===== config.mk =====
export PLATFORM = sky130hd
export DESIGN_NAME = undo_stack
export DESIGN_NICKNAME = d
export VERILOG_FILES = /design/src/rtl/undo_stack.sv
export SDC_FILE = /design/constraint.sdc
export NUM_CORES = 1
export LEC_CHECK = 0
export CORE_MARGIN = 2
export CORE_UTILIZATION = 30
export CTS_CLUSTER_SIZE = 30
export DETAILED_ROUTE_END_ITERATION = 8
export GPL_ROUTABILITY_DRIVEN = 0
export PLACE_DENSITY_LB_ADDON = 0.08
export SLEW_MARGIN = 25
export SYNTH_ARGS = -nofsm -noshare
export SYNTH_HDL_FRONTEND = slang
export SYNTH_SLANG_ARGS = --single-unit

===== constraint.sdc =====
create_clock -name clk -period 8.5 [get_ports clk]
set_input_delay 1.7 -clock clk [delete_from_list [all_inputs] [get_ports clk]]
set_output_delay 1.7 -clock clk [all_outputs]
set_load 0.02 [all_outputs]

===== src/rtl/undo_stack.sv =====
// LIFO history buffer: push displaced values, pop them back on reverse execution, peek by offset.
// Optional checkpoint/rewind support is enabled with `define UNDO_STACK_CHECKPOINT_EN.
module undo_stack #(
  parameter int unsigned WIDTH      = 16,
  parameter int unsigned DEPTH_LOG2 = 4,
  parameter int unsigned OFF_BITS   = 4
) (
  input  logic                  clk,
  input  logic                  reset,
  input  logic                  clear,
  input  logic                  push_en,
  input  logic [WIDTH-1:0]      push_data,
  input  logic                  pop_en,
  output logic [WIDTH-1:0]      pop_data,
  output logic                  pop_valid,
  input  logic                  peek_en,
  input  logic [OFF_BITS-1:0]   peek_off,
  output logic [WIDTH-1:0]      peek_data,
  output logic                  peek_valid,
`ifdef UNDO_STACK_CHECKPOINT_EN
  input  logic                  mark,
  input  logic                  rewind,
  output logic [DEPTH_LOG2:0]   cp_depth,
`endif
  output logic [DEPTH_LOG2:0]   count,
  output logic                  empty,
  output logic                  full,
  output logic                  overflow,
  output logic                  underflow
);

  localparam int unsigned DEPTH = 2 ** DEPTH_LOG2;
  localparam int unsigned CW    = DEPTH_LOG2 + 1;

  logic [WIDTH-1:0]      mem [DEPTH];
  logic [DEPTH_LOG2-1:0] sp_q, sp_d;
  logic [CW-1:0]         count_q, count_d;
  logic [WIDTH-1:0]      pop_data_q, pop_data_d;
  logic [WIDTH-1:0]      peek_data_q, peek_data_d;
  logic                  pop_valid_q, pop_valid_d;
  logic                  peek_valid_q, peek_valid_d;
  logic                  overflow_q, overflow_d;
  logic                  underflow_q, underflow_d;

  logic                  mem_we;
  logic [DEPTH_LOG2-1:0] mem_waddr;
  logic [DEPTH_LOG2-1:0] top_idx;
  logic [DEPTH_LOG2-1:0] peek_idx;
  logic                  is_empty;
  logic                  is_full;
  logic                  rewind_act;

  assign top_idx  = sp_q - DEPTH_LOG2'(1);
  assign peek_idx = sp_q - DEPTH_LOG2'(peek_off) - DEPTH_LOG2'(1);
  assign is_empty = (count_q == '0);
  assign is_full  = (count_q == CW'(DEPTH));

`ifdef UNDO_STACK_CHECKPOINT_EN
  logic [DEPTH_LOG2-1:0] cp_sp_q, cp_sp_d;
  logic [CW-1:0]         cp_count_q, cp_count_d;

  assign rewind_act = rewind;
  assign cp_depth   = (count_q >= cp_count_q) ? (count_q - cp_count_q) : '0;

  always_comb begin
    cp_sp_d    = cp_sp_q;
    cp_count_d = cp_count_q;
    if (clear) begin
      cp_sp_d    = '0;
      cp_count_d = '0;
    end else if (mark && !rewind && !push_en && !pop_en) begin
      cp_sp_d    = sp_q;
      cp_count_d = count_q;
    end
  end

  always_ff @(posedge clk or posedge reset) begin
    if (reset) begin
      cp_sp_q    <= '0;
      cp_count_q <= '0;
    end else begin
      cp_sp_q    <= cp_sp_d;
      cp_count_q <= cp_count_d;
    end
  end
`else
  assign rewind_act = 1'b0;
`endif

  always_comb begin
    sp_d         = sp_q;
    count_d      = count_q;
    pop_data_d   = pop_data_q;
    peek_data_d  = peek_data_q;
    pop_valid_d  = 1'b0;
    peek_valid_d = 1'b0;
    overflow_d   = overflow_q;
    underflow_d  = 1'b0;
    mem_we       = 1'b0;
    mem_waddr    = sp_q;

    if (clear) begin
      sp_d       = '0;
      count_d    = '0;
      overflow_d = 1'b0;
    end else if (rewind_act) begin
`ifdef UNDO_STACK_CHECKPOINT_EN
      sp_d    = cp_sp_q;
      count_d = (cp_count_q < count_q) ? cp_count_q : count_q;
`endif
    end else if (push_en && pop_en && !is_empty) begin
      // Replace-top: old top leaves through pop_data, new value takes its slot.
      pop_data_d  = mem[top_idx];
      pop_valid_d = 1'b1;
      mem_we      = 1'b1;
      mem_waddr   = top_idx;
    end else if (pop_en && !push_en && !is_empty) begin
      pop_data_d  = mem[top_idx];
      pop_valid_d = 1'b1;
      sp_d        = top_idx;
      count_d     = count_q - CW'(1);
    end else begin
      underflow_d = pop_en;
      if (push_en) begin
        mem_we = 1'b1;
        sp_d   = sp_q + DEPTH_LOG2'(1);
        if (is_full) overflow_d = 1'b1;
        else         count_d    = count_q + CW'(1);
      end
    end

    // Reads the pre-update array, so a same-cycle push is never visible.
    if (!clear && peek_en && (CW'(peek_off) < count_q)) begin
      peek_data_d  = mem[peek_idx];
      peek_valid_d = 1'b1;
    end
  end

  always_ff @(posedge clk) begin
    if (mem_we) mem[mem_waddr] <= push_data;
  end

  always_ff @(posedge clk or posedge reset) begin
    if (reset) begin
      sp_q         <= '0;
      count_q      <= '0;
      pop_data_q   <= '0;
      peek_data_q  <= '0;
      pop_valid_q  <= 1'b0;
      peek_valid_q <= 1'b0;
      overflow_q   <= 1'b0;
      underflow_q  <= 1'b0;
    end else begin
      sp_q         <= sp_d;
      count_q      <= count_d;
      pop_data_q   <= pop_data_d;
      peek_data_q  <= peek_data_d;
      pop_valid_q  <= pop_valid_d;
      peek_valid_q <= peek_valid_d;
      overflow_q   <= overflow_d;
      underflow_q  <= underflow_d;
    end
  end

  assign pop_data   = pop_data_q;
  assign pop_valid  = pop_valid_q;
  assign peek_data  = peek_data_q;
  assign peek_valid = peek_valid_q;
  assign count      = count_q;
  assign empty      = is_empty;
  assign full       = is_full;
  assign overflow   = overflow_q;
  assign underflow  = underflow_q;

endmodule


Word level (Yosys, flattened, before mapping)

Memories as Yosys holds them, arrays and structs flattened. A register that Yosys moved wholly into a read port is not among the register bits.
Index checks and enable logic that the tools add are counted.

Order comparisons: 1
Add/subtract/negate cells: 6
Bitwise gates (word level): 1
Muxes and demuxes: 31
Reduce and logical (&&, ||, !) cells: 18
Equal/unequal tests: 4

Operators by type and width:

| operator            | number |
|---|---|
| $mux 16             | 2 |
| $mux 5              | 5 |
| $mux 4              | 6 |
| $mux 1              | 18 |
| $sub 4x1->4 const B | 2 |
| $logic_and 1x1->1   | 6 |
| $reduce_bool 2->1   | 3 |
| $add 5x1->5 const B | 1 |
| $eq 5x5->1 const B  | 1 |
| $logic_not 5->1     | 1 |
| $lt 4x5->1          | 1 |
| $sub 5x1->5 const B | 1 |
| $add 4x1->4 const B | 1 |
| $ne 2x2->1 const B  | 2 |
| $reduce_and 2->1    | 2 |
| $reduce_and 4->1    | 1 |
| $sub 4x4->4         | 1 |
| $logic_not 1->1     | 3 |
| $ne 3x2->1 const B  | 1 |
| $reduce_and 3->1    | 1 |
| $reduce_bool 3->1   | 1 |
| $not 1->1           | 1 |

Logic and storage cells: 69
Flip-flop bits (word level): 29
Input bits: 26
Output and inout port bits: 43
Memory bits (writable): 256
Memories: 1

Memory list:

| name | depth | bits a word | read ports | clocked after memory_dff | write ports | RTL line | RTL |
|---|---|---|---|---|---|---|---|
| mem  | 16    | 16          | 2          | 1                        | 1           | 35       | `logic [WIDTH-1:0] mem [DEPTH];` |

Depth between registers and ports, before layout

Word-level depth: 8
Mapped depth: 10
Gate-level depth less buffers: 10

Worst setup path after synthesis

Ideal clock, no wire load.

Kind: input port to flip-flop
Start point: in peek_off[0]
End point: reg peek_data_q[0], in the netlist peek_data[0] (read register of mem)
Data required time: 8.362 ns
Arrival: 3.628 ns
Stages: 8
Buffers on the path: 2
Path slack: 4.734 ns
Path through: inv_1 ha_1 fa_1 clkbuf_1 clkbuf_1 mux4_2 mux2i_1 o221ai_1

Cells in the longest elaborated chain, start to end: 2
Elaborated cells on any way between the ends: 4
Those cells by class: add/sub: 2; order compare: 1; reduce/logical: 1

Ends and longest elaborated chain:

| item                                             | RTL line | RTL |
|---|---|---|
| start, declared                                  | 17       | `input logic [OFF_BITS-1:0] peek_off,` |
| $sub 4x4->4 or $lt 4x5->1 (tied branches)        | 54, 133  |  |
| $sub 4x1->4 or $logic_and 1x1->1 (tied branches) | 54, 133  |  |
| end, declared                                    | 39       | `logic [WIDTH-1:0] peek_data_q, peek_data_d;` |

Parallel ways exist; a longest one is shown, timed or not.
A chain may end at the register's enable or synchronous reset.

Worst setup path in the final report

Start point: reg sp_q[0]
End point: mem mem[12][10], enable pin

Cells in the longest elaborated chain, start to end: 3

Ends and longest elaborated chain:

| item                   | RTL line | RTL |
|---|---|---|
| start, declared        | 36       | `logic [DEPTH_LOG2-1:0] sp_q, sp_d;` |
| start signal, assigned | 154      | `sp_q <= sp_d;` |
| $sub 4x1->4            | 53       | `assign top_idx = sp_q - DEPTH_LOG2'(1);` |
| $mux 4                 | 111      | `end else if (push_en && pop_en && !is_empty) begin` |
| $mux 4 *               | 102      | `if (clear) begin` |
| end, declared          | 35       |  |

Every way passes the cells marked *; elsewhere a longest branch is shown, timed or not.

==> impl_results.md <==
- Status: finished clean
- Antenna cells: 0
- Rows: about 80
- CTS Sinks: 301
- Post-Syn Area per Cell: roughly 18 um^2
- CTS tree: yes
- Remaining DRCs: 0
- Max Slew Vio Count: 0
- DR iter-0 viols: ~760
- Worst Hold Class: flop to flop
- Pleak: around 5.5 nW
- Largest net degree at the start of global routing: 60
- Final Hold Vio Count: 0
- Netlist cell types: 48
- Initial antenna violation count: 1
- CTS Hold Buffers Added: 0
- IO Port Bufs: 68
- Layout area overhead: 18.5%
- Cell Area, Placed: 15500 um^2
- Period utilisation layout: 55.6%
- Nets: between 800 and 900
- Worst path required time: between 8 and 9 ns
- Total GRT Usage: between 15 and 20%
- Warnings from Yosys: 0
- Unrepaired setup endpoints after global routing: false
- Final Worst Setup Slack: between 3 and 4 ns
- Post-Route Setup TNS: 0 ns
- Via Count: about 8000
- #FFs+latches synth: 301
- Vias in the first global route: between 8000 and 9000
- Synth top area cells: edfxtp_1, mux4_2, dfrtp_1
- Endpoints failing setup: 0
- Clock skew: around 0.010 ns
- Worst Path Arrival: about 5 ns
- Fraction of layout cells with a size suffix above 1: 27.1%
- Wirelength per Cell: around 28 um
- Initial core utilization: 30.2%
- DR vias/cell: 5.41
- Bufs on Longest Clock Path: 3
- Dpl hpwl: about 24 mm
- Clk slew on worst S/H paths: roughly 0.05 ns
- Min cycle time layout: about 4.7 ns
- # IOs: slightly below 70
- Drt first pass iters: 5
- Die ar.: slightly below 50000 um^2
- Gr ovfl total: 0
- Num CTS Buffers: 36
- Worst-Margin Slew: between 1 and 1.5 ns
- Fin area: between 15000 and 20000 um^2
- Pre-CTS setup slack: approximately 3.3 ns
- Asr flop ratio synth: between 10 and 15%
- Post-Route WL: about 42 mm
- Crit end category: flop
- H-tree levels: 2
- Slew headroom: approximately 29%
- Core footprint: ~46000 um^2
- Pwr Density: around 360 nW/um^2
- Gate Count Post-Synth: 766
- Top-count cell post-synth: edfxtp_1
- EDFF count, synth: ~260
- Die X: around 220 um
- Post-CTS Setup Bufs: 0
- CP max FO: just under 60
- Die H: approximately 220 um
- Resized cells post-CTS: 0
- Main synth FF type: edfxtp_1
- Root Buffer: clkbuf_16
- Worst Setup Start Kind: flop
- Syn Nets: approximately 800
- Clock latency on the worst-skew pair: approximately 0.55 ns
- Routed Antenna Nets: 0
- Critical path class: flop to flop
- Mapped Area: about 14000 um^2
- Most frequent cells after synthesis: edfxtp_1, mux4_2, mux2i_1, dfrtp_1, nand2_1
- Final Util: roughly 36%
- Yosys top cell by area: edfxtp_1
- First-pass GRT wire length: around 60 mm
- Post-synthesis sequential area ratio: 63.0%
- Peak Freq: around 0.21 GHz
- Worst-case vdd ir drop: approximately 0.0002 V
- Yosys top cell area share: 54.9%
- Max-cap violations: 0
where the power goes:
part           total [W]  leakage [nW]  switching, W  internal (W)
Clock            0.00142         0.522      0.000601      0.000814
Sequential       0.00195          2.88      0.000171       0.00178
Combinational    0.00252          2.09       0.00136       0.00116
Total            0.00589          5.49       0.00213       0.00376
per-stage QoR:
stage | cells | total power, W | hold slack (ns)
floorplan | 766 | 0.00369 | 0.591
global placement | 1407 | 0.00451 | 0.476
detailed placement | 1411 | 0.00454 | 0.481
CTS | 1475 | 0.00598 | 0.499
global route | 1475 | 0.00619 | 0.525
finish | 1475 | 0.00589 | 0.493
final timing paths:
check,start,endpoint,slack (ns),depth (start not counted)
worst max-delay path,sp_q[0],mem[12][10],3.77,7
worst min-delay path,peek_data[10],peek_data[10],0.49,2
worst max register to register,sp_q[0],mem[12][10],3.77,7
worst min register to register,peek_data[10],peek_data[10],0.49,2
max in group asynchronous,reset,sp_q[0],6.10,3
min in group asynchronous,reset,pop_data[10],1.75,3
critical path: stages (launching register included):
cell     delay, ns
dfrtp_4       0.95
inv_1         0.29
ha_2          0.66
buf_4         0.89
and3_1        0.29
o21ai_1       0.21
nor2_2        0.66
buf_4         0.39
layer usage:
layer | track usage (%) | vias up | wire length [um]
li1 | - | 3345 | -
met2 | 29.5 | 258 | 20400
met1 | 23.6 | 4312 | 18200
met5 | 0 | - | 0
met3 | 3.12 | 63 | 2080
met4 | 5.50 | 0 | 981
state kept, by name, summed over array words and instances (netlist names):
name and cells:
underflow 1, overflow 1, peek_data 16, sp_q 4
peek_valid 1, count 5, mem 256, pop_valid 1
pop_data 16
layout by cell type, fill, tap and decap left out, types with 9 or more instances in the layout:
cell type,n
a21oi_1,9
buf_4,18
clkbuf_1,11
clkbuf_16,37
clkdlybuf4s50_1,68
dfrtp_1,44
edfxtp_1,256
inv_1,15
mux2i_1,66
mux4_2,128
nand2_1,39
nor2_1,14
nor2_2,9
nor2_4,9
nor3_1,9
o221ai_1,33
logic make-up (layout without fill, tap and decap cells):
group,count (synthesis),after routing,synth area share (%)
AOI/OAI and AO/OA,78,78,4.27
buffers and inverters,72,174,2.44
xor gates and xnor gates,10,10,0.626
muxes,194,194,25.3
DFF,301,301,63.0
adders and majority gates,11,11,1.04
and+or+nand+nor,100,100,3.31
final cells by class:
cell class / instances / area (um^2)
clock inverter: 14 / 61.3
multi-input combinational: 393 / 4960
sequential: 301 / 8820
inverter: 20 / 75.1
clock buffer: 50 / 995
timing repair buffer: 90 / 911
tap: 607 / 759
fill: 4280 / 29700
Note: power is estimated with default switching activity, not from simulation.
==> variant 1: new RTL, config.mk and constraints unchanged <==
The output `underflow` loses its register stage (`underflow_q` becomes a continuous assignment).
--- a/src/rtl/undo_stack.sv
+++ b/src/rtl/undo_stack.sv
@@ -150,5 +150,4 @@
       peek_valid_q <= 1'b0;
       overflow_q   <= 1'b0;
-      underflow_q  <= 1'b0;
     end else begin
       sp_q         <= sp_d;
@@ -159,7 +158,8 @@
       peek_valid_q <= peek_valid_d;
       overflow_q   <= overflow_d;
-      underflow_q  <= underflow_d;
     end
   end
+
+  assign underflow_q = underflow_d;
 
   assign pop_data   = pop_data_q;
Function: changed (Yosys sat finds a counterexample within 4 cycles, from zero or initial values and one cycle with reset high).
==> variant 1 against the original RTL <==
- final area shrank 0.44%
- power grew 0.12%
- synthesized cell count shrank 0.13%
- sequential cell count shrank 1
- wire length shrank 0.78%
- setup slack lost 440 ps
- synthesized area shrank 0.18%
==> variant 1: results (changes against the original RTL) <==
Post-DP Area: 0.0154 mm² (-0.78%)
Crit path launch: clear
Worst-case clock buffer depth: 3 (unchanged)
Worst-case clock skew: 15.1 ps (+4.71 ps)
DP Wirelength: 22.7 mm (-5.0%)
Cells on worst reg2reg path: 5 (-2)
Tot GR Track Use: 0.175 (-0.00187)
DR WL/cell: 28.2 µm (-0.17%)
Synth top cells by count: 256 x edfxtp_1, 128 x mux4_2, 66 x mux2i_1
Multiplexer share of the synthesized area: 0.254 (+0.000454)
Setup WS pre-CTS: 3310 ps (+32.1 ps)
First-pass GRT wire length: 59.3 mm (-1.7%)
Slew @ Worst Pin: 1020 ps (-44.3 ps)
RR Endpoint: mem[12][6]$_DFFE_PP_
Vias in the first global route: 8390 (-1.2%)
Syn_nets: 802 (-0.12%)
Syn Inst Count: 765 (-0.13%)
CTS buffer count: 34 (-5.6%)
Drt via density: 5.45 (+0.85%)
Synth Area in XOR/XNOR: 0.00627 (+0.0000112)
Nets: 870 (-1.0%)
Min Hold Slack: 491 ps (-2.03 ps)
Share of layout cells above drive strength 1: 0.275 (+0.00432)
Seq/Total Area, Yosys: 0.629 (-0.000663)
Adder-Cell Fraction of Synth Area: 0.0104 (+0.0000186)
FFs w/ async S/R, synth: 0.147 (-0.00283)
Hold Startpoint: pop_data[6]$_DFFE_PP0P_
Critical Path Fanout Max: 16 (-73%)
Compound-Gate Fraction of Synth Area: 0.0428 (+0.0000766)
Initial DRC Count: 636 (-16%)
Worst VDD drop: 0.203 mV (+3.3%)
Hold path endpoint: pop_data[6]$_DFFE_PP0P_
Status: complete, no violations
Top cells by area, synth: edfxtp_1 55%, mux4_2 21%, dfrtp_1 7.9%
Worst Path Arrival: 3470 ps (-1480 ps)
DP Cell Count: 1404 (-0.50%)
Vias: 7997 (+0.24%)
Net Sw Frac: 0.360 (-0.00186)
Largest net degree at the start of global routing: 45 (-25%)
Reg2Reg Setup Slack: 4660 ps (+890 ps)
Worst Setup EP: underflow
Die Area: 0.0483 mm² (-0.18%)
==> variant 1: critical path: stages <==
cell	delay (ps)
clkdlybuf4s50_1	720
nor4_1	400
clkdlybuf4s50_1	660
==> variant 1: power by group through the flow <==
stage          combinational, mW  clock, mW  sequential (mW)
6_report                    2.52       1.44             1.94
2_1_floorplan               1.70          0             1.98
5_1_grt                     2.69       1.54             1.96
3_3_place_gp                2.55          0             1.96
4_1_cts                     2.56       1.49             1.94
3_5_place_dp                2.55          0             1.97
==> variant 1: layer usage <==
metal	up-vias	wire, µm	track usage
li1	3330	-	-
met1	4338	18200	0.235
met2	258	19700	0.282
met3	71	2400	0.0417
met4	0	1090	0.0544
met5	-	0	0
==> variant 1: area by class of cell <==
cell class,count,area (µm²)
antenna,1,2.50
clock buffer,52,1050
clock inverter,9,52.6
fill,4303,29700
inverter,20,75.1
multi-input combinational,393,4980
sequential,300,8790
tap,607,759
timing repair buffer,84,801
==> variant 2: new RTL, same flow settings <==
Made on the original files. The option `UNDO_STACK_CHECKPOINT_EN` is turned on by a define.
--- a/src/rtl/undo_stack.sv
+++ b/src/rtl/undo_stack.sv
@@ -1,4 +1,6 @@
 // LIFO history buffer: push displaced values, pop them back on reverse execution, peek by offset.
 // Optional checkpoint/rewind support is enabled with `define UNDO_STACK_CHECKPOINT_EN.
+`define UNDO_STACK_CHECKPOINT_EN
+
 module undo_stack #(
   parameter int unsigned WIDTH      = 16,
Interface: changed (added cp_depth, mark and rewind); port bits go from 69 to 76. No check against the original RTL was run, so the function may have changed too.
==> variant 2 against the original RTL <==
- sequential cell count is 9 higher
- setup slack worse by 260 ps
- register-to-register slack improved by 820 ps
- cell count is 4.9% higher
- maximum frequency down 5.2%
- power fell by 18%
- wire length rose by 5.6%
- synthesized area increased by 4.1%
- non-clock buffer count rose by 12
- final area is 4.3% higher
- count of clock-buffer cells in the layout shrank 2
==> variant 2: results (changes against the original RTL) <==
Worst Setup EP: cp_depth[4]
Max_cap viols: 0 (unchanged)
DP Wirelength: 24.5 mm (+2.7%)
Kind of critical path: reg2out
First-pass GRT wire length: 64.2 mm (+6.4%)
Net Sw Frac: 0.317 (-0.0447)
Worst Path Arrival: 3280 ps (-1670 ps)
FFs w/ async S/R, synth: 0.174 (+0.0247)
Max reg flops: 256 (unchanged)
Tot GR Track Use: 0.179 (+0.00170)
RR Endpoint: mem[0][6]$_DFFE_PP_
Pleak: 5.85 nW (+6.6%)
Reg2Reg Setup Slack: 4590 ps (+820 ps)
Initial DRC Count: 664 (-13%)
Nets: 950 (+8.1%)
Cells on worst reg2reg path: 7 (unchanged)
Status: complete, no violations
Worst setup margin: 3520 ps (-257 ps)
Syn_nets: 864 (+7.6%)
Root buf cell: clkbuf_16
Vias in the first global route: 8898 (+4.8%)
Largest net degree at the start of global routing: 55 (-8.3%)
Share of layout cells above drive strength 1: 0.262 (-0.00922)
Slew headroom: 0.392 (+0.101)
Worst VDD drop: 0.132 mV (-33%)
Worst-case clock skew: 17.6 ps (+7.18 ps)
Syn_area_per_cell: 17.8 µm² (-2.7%)
Top cells by area, synth: edfxtp_1 53%, mux4_2 20%, dfrtp_1 9.3%
Setup WS pre-CTS: 3340 ps (+64.9 ps)
DR WL/cell: 28.5 µm (+0.61%)
Synth top cells by count: 256 x edfxtp_1, 128 x mux4_2, 68 x mux2i_1
Seq/Total Area, Yosys: 0.620 (-0.00943)
Post-synth cell types: 56 (+17%)
Post-synth EDFFs: 256 (unchanged)
Crit path launch: count[1]$_DFFE_PP0P_
Critical Path Fanout Max: 10 (-83%)
IO buf count: 75 (+10%)
Initial antenna violation count: 0 (-1)
Drt via density: 5.47 (+1.0%)
Final Non-Filler Cells: 1548 (+4.9%)
-- variant 2: how the worst min path moves through the flow --
stage | from | end | slack [ps] | cells past startpoint
global route | peek_data[14]$_DFFE_PP0P_ | peek_data[14]$_DFFE_PP0P_ | 530 | 2
CTS | cp_sp_q[2]$_DFFE_PP0P_ | sp_q[2]$_DFFE_PP0P_ | 500 | 2
floorplan | cp_sp_q[2]$_DFFE_PP0P_ | sp_q[2]$_DFFE_PP0P_ | 450 | 2
global placement | peek_data[2]$_DFFE_PP0P_ | peek_data[2]$_DFFE_PP0P_ | 470 | 2
finish | cp_sp_q[2]$_DFFE_PP0P_ | sp_q[2]$_DFFE_PP0P_ | 490 | 2
detailed placement | cp_sp_q[2]$_DFFE_PP0P_ | sp_q[2]$_DFFE_PP0P_ | 470 | 2
-- variant 2: layout make-up --
type,instances,area (µm²)
clock buffer,48,1010
fill,4506,30500
sequential,310,9040
multi-input combinational,436,5330
timing repair buffer,102,961
clock inverter,17,115
inverter,20,75.1
tap,615,769
-- variant 2: kinds of logic after synthesis --
group | Yosys count | share of synthesized area
xor gates and xnor gates | 11 | 0.00661
buffers and inverters | 74 | 0.0218
muxes | 196 | 0.245
adders and majority gates | 16 | 0.0148
and+or+nand+nor | 119 | 0.0382
AOI/OAI and AO/OA | 94 | 0.0535
DFF | 310 | 0.620
-- variant 2: metal layers --
| layer | up-vias | part of all wire | GRT usage |
|---|---|---|---|
| met3 | 62 | 0.041 | 0.0274 |
| met1 | 4593 | 0.47 | 0.259 |
| met5 | - | 0 | 0 |
| met2 | 218 | 0.46 | 0.278 |
| met4 | 0 | 0.023 | 0.0555 |
| li1 | 3587 | - | - |
-- variant 2: worst max-delay path: stages (launching register included) --
cell	delay [ps]
dfrtp_1	640
ha_1	330
nor2b_1	140
o31a_1	280
or3_1	350
a21oi_1	340
nor2_1	90
clkdlybuf4s50_1	570
-- variant 2: metrics by stage --
stage | area (µm²) | hold WS, ps
final | 17300 | 494
after global routing | 17300 | 528
after CTS | 17300 | 499
after detailed placement | 16200 | 472
after global placement | 16200 | 474
after floorplan | 14600 | 450
-- variant 2: power by group through the flow --
stage          clock network, mW  registers (mW)  logic, mW
2_1_floorplan                  0            1.94      0.873
3_3_place_gp                   0            1.91       1.47
3_5_place_dp                   0            1.91       1.47
4_1_cts                     1.54            1.88       1.48
5_1_grt                     1.59            1.90       1.56
6_report                    1.49            1.88       1.45
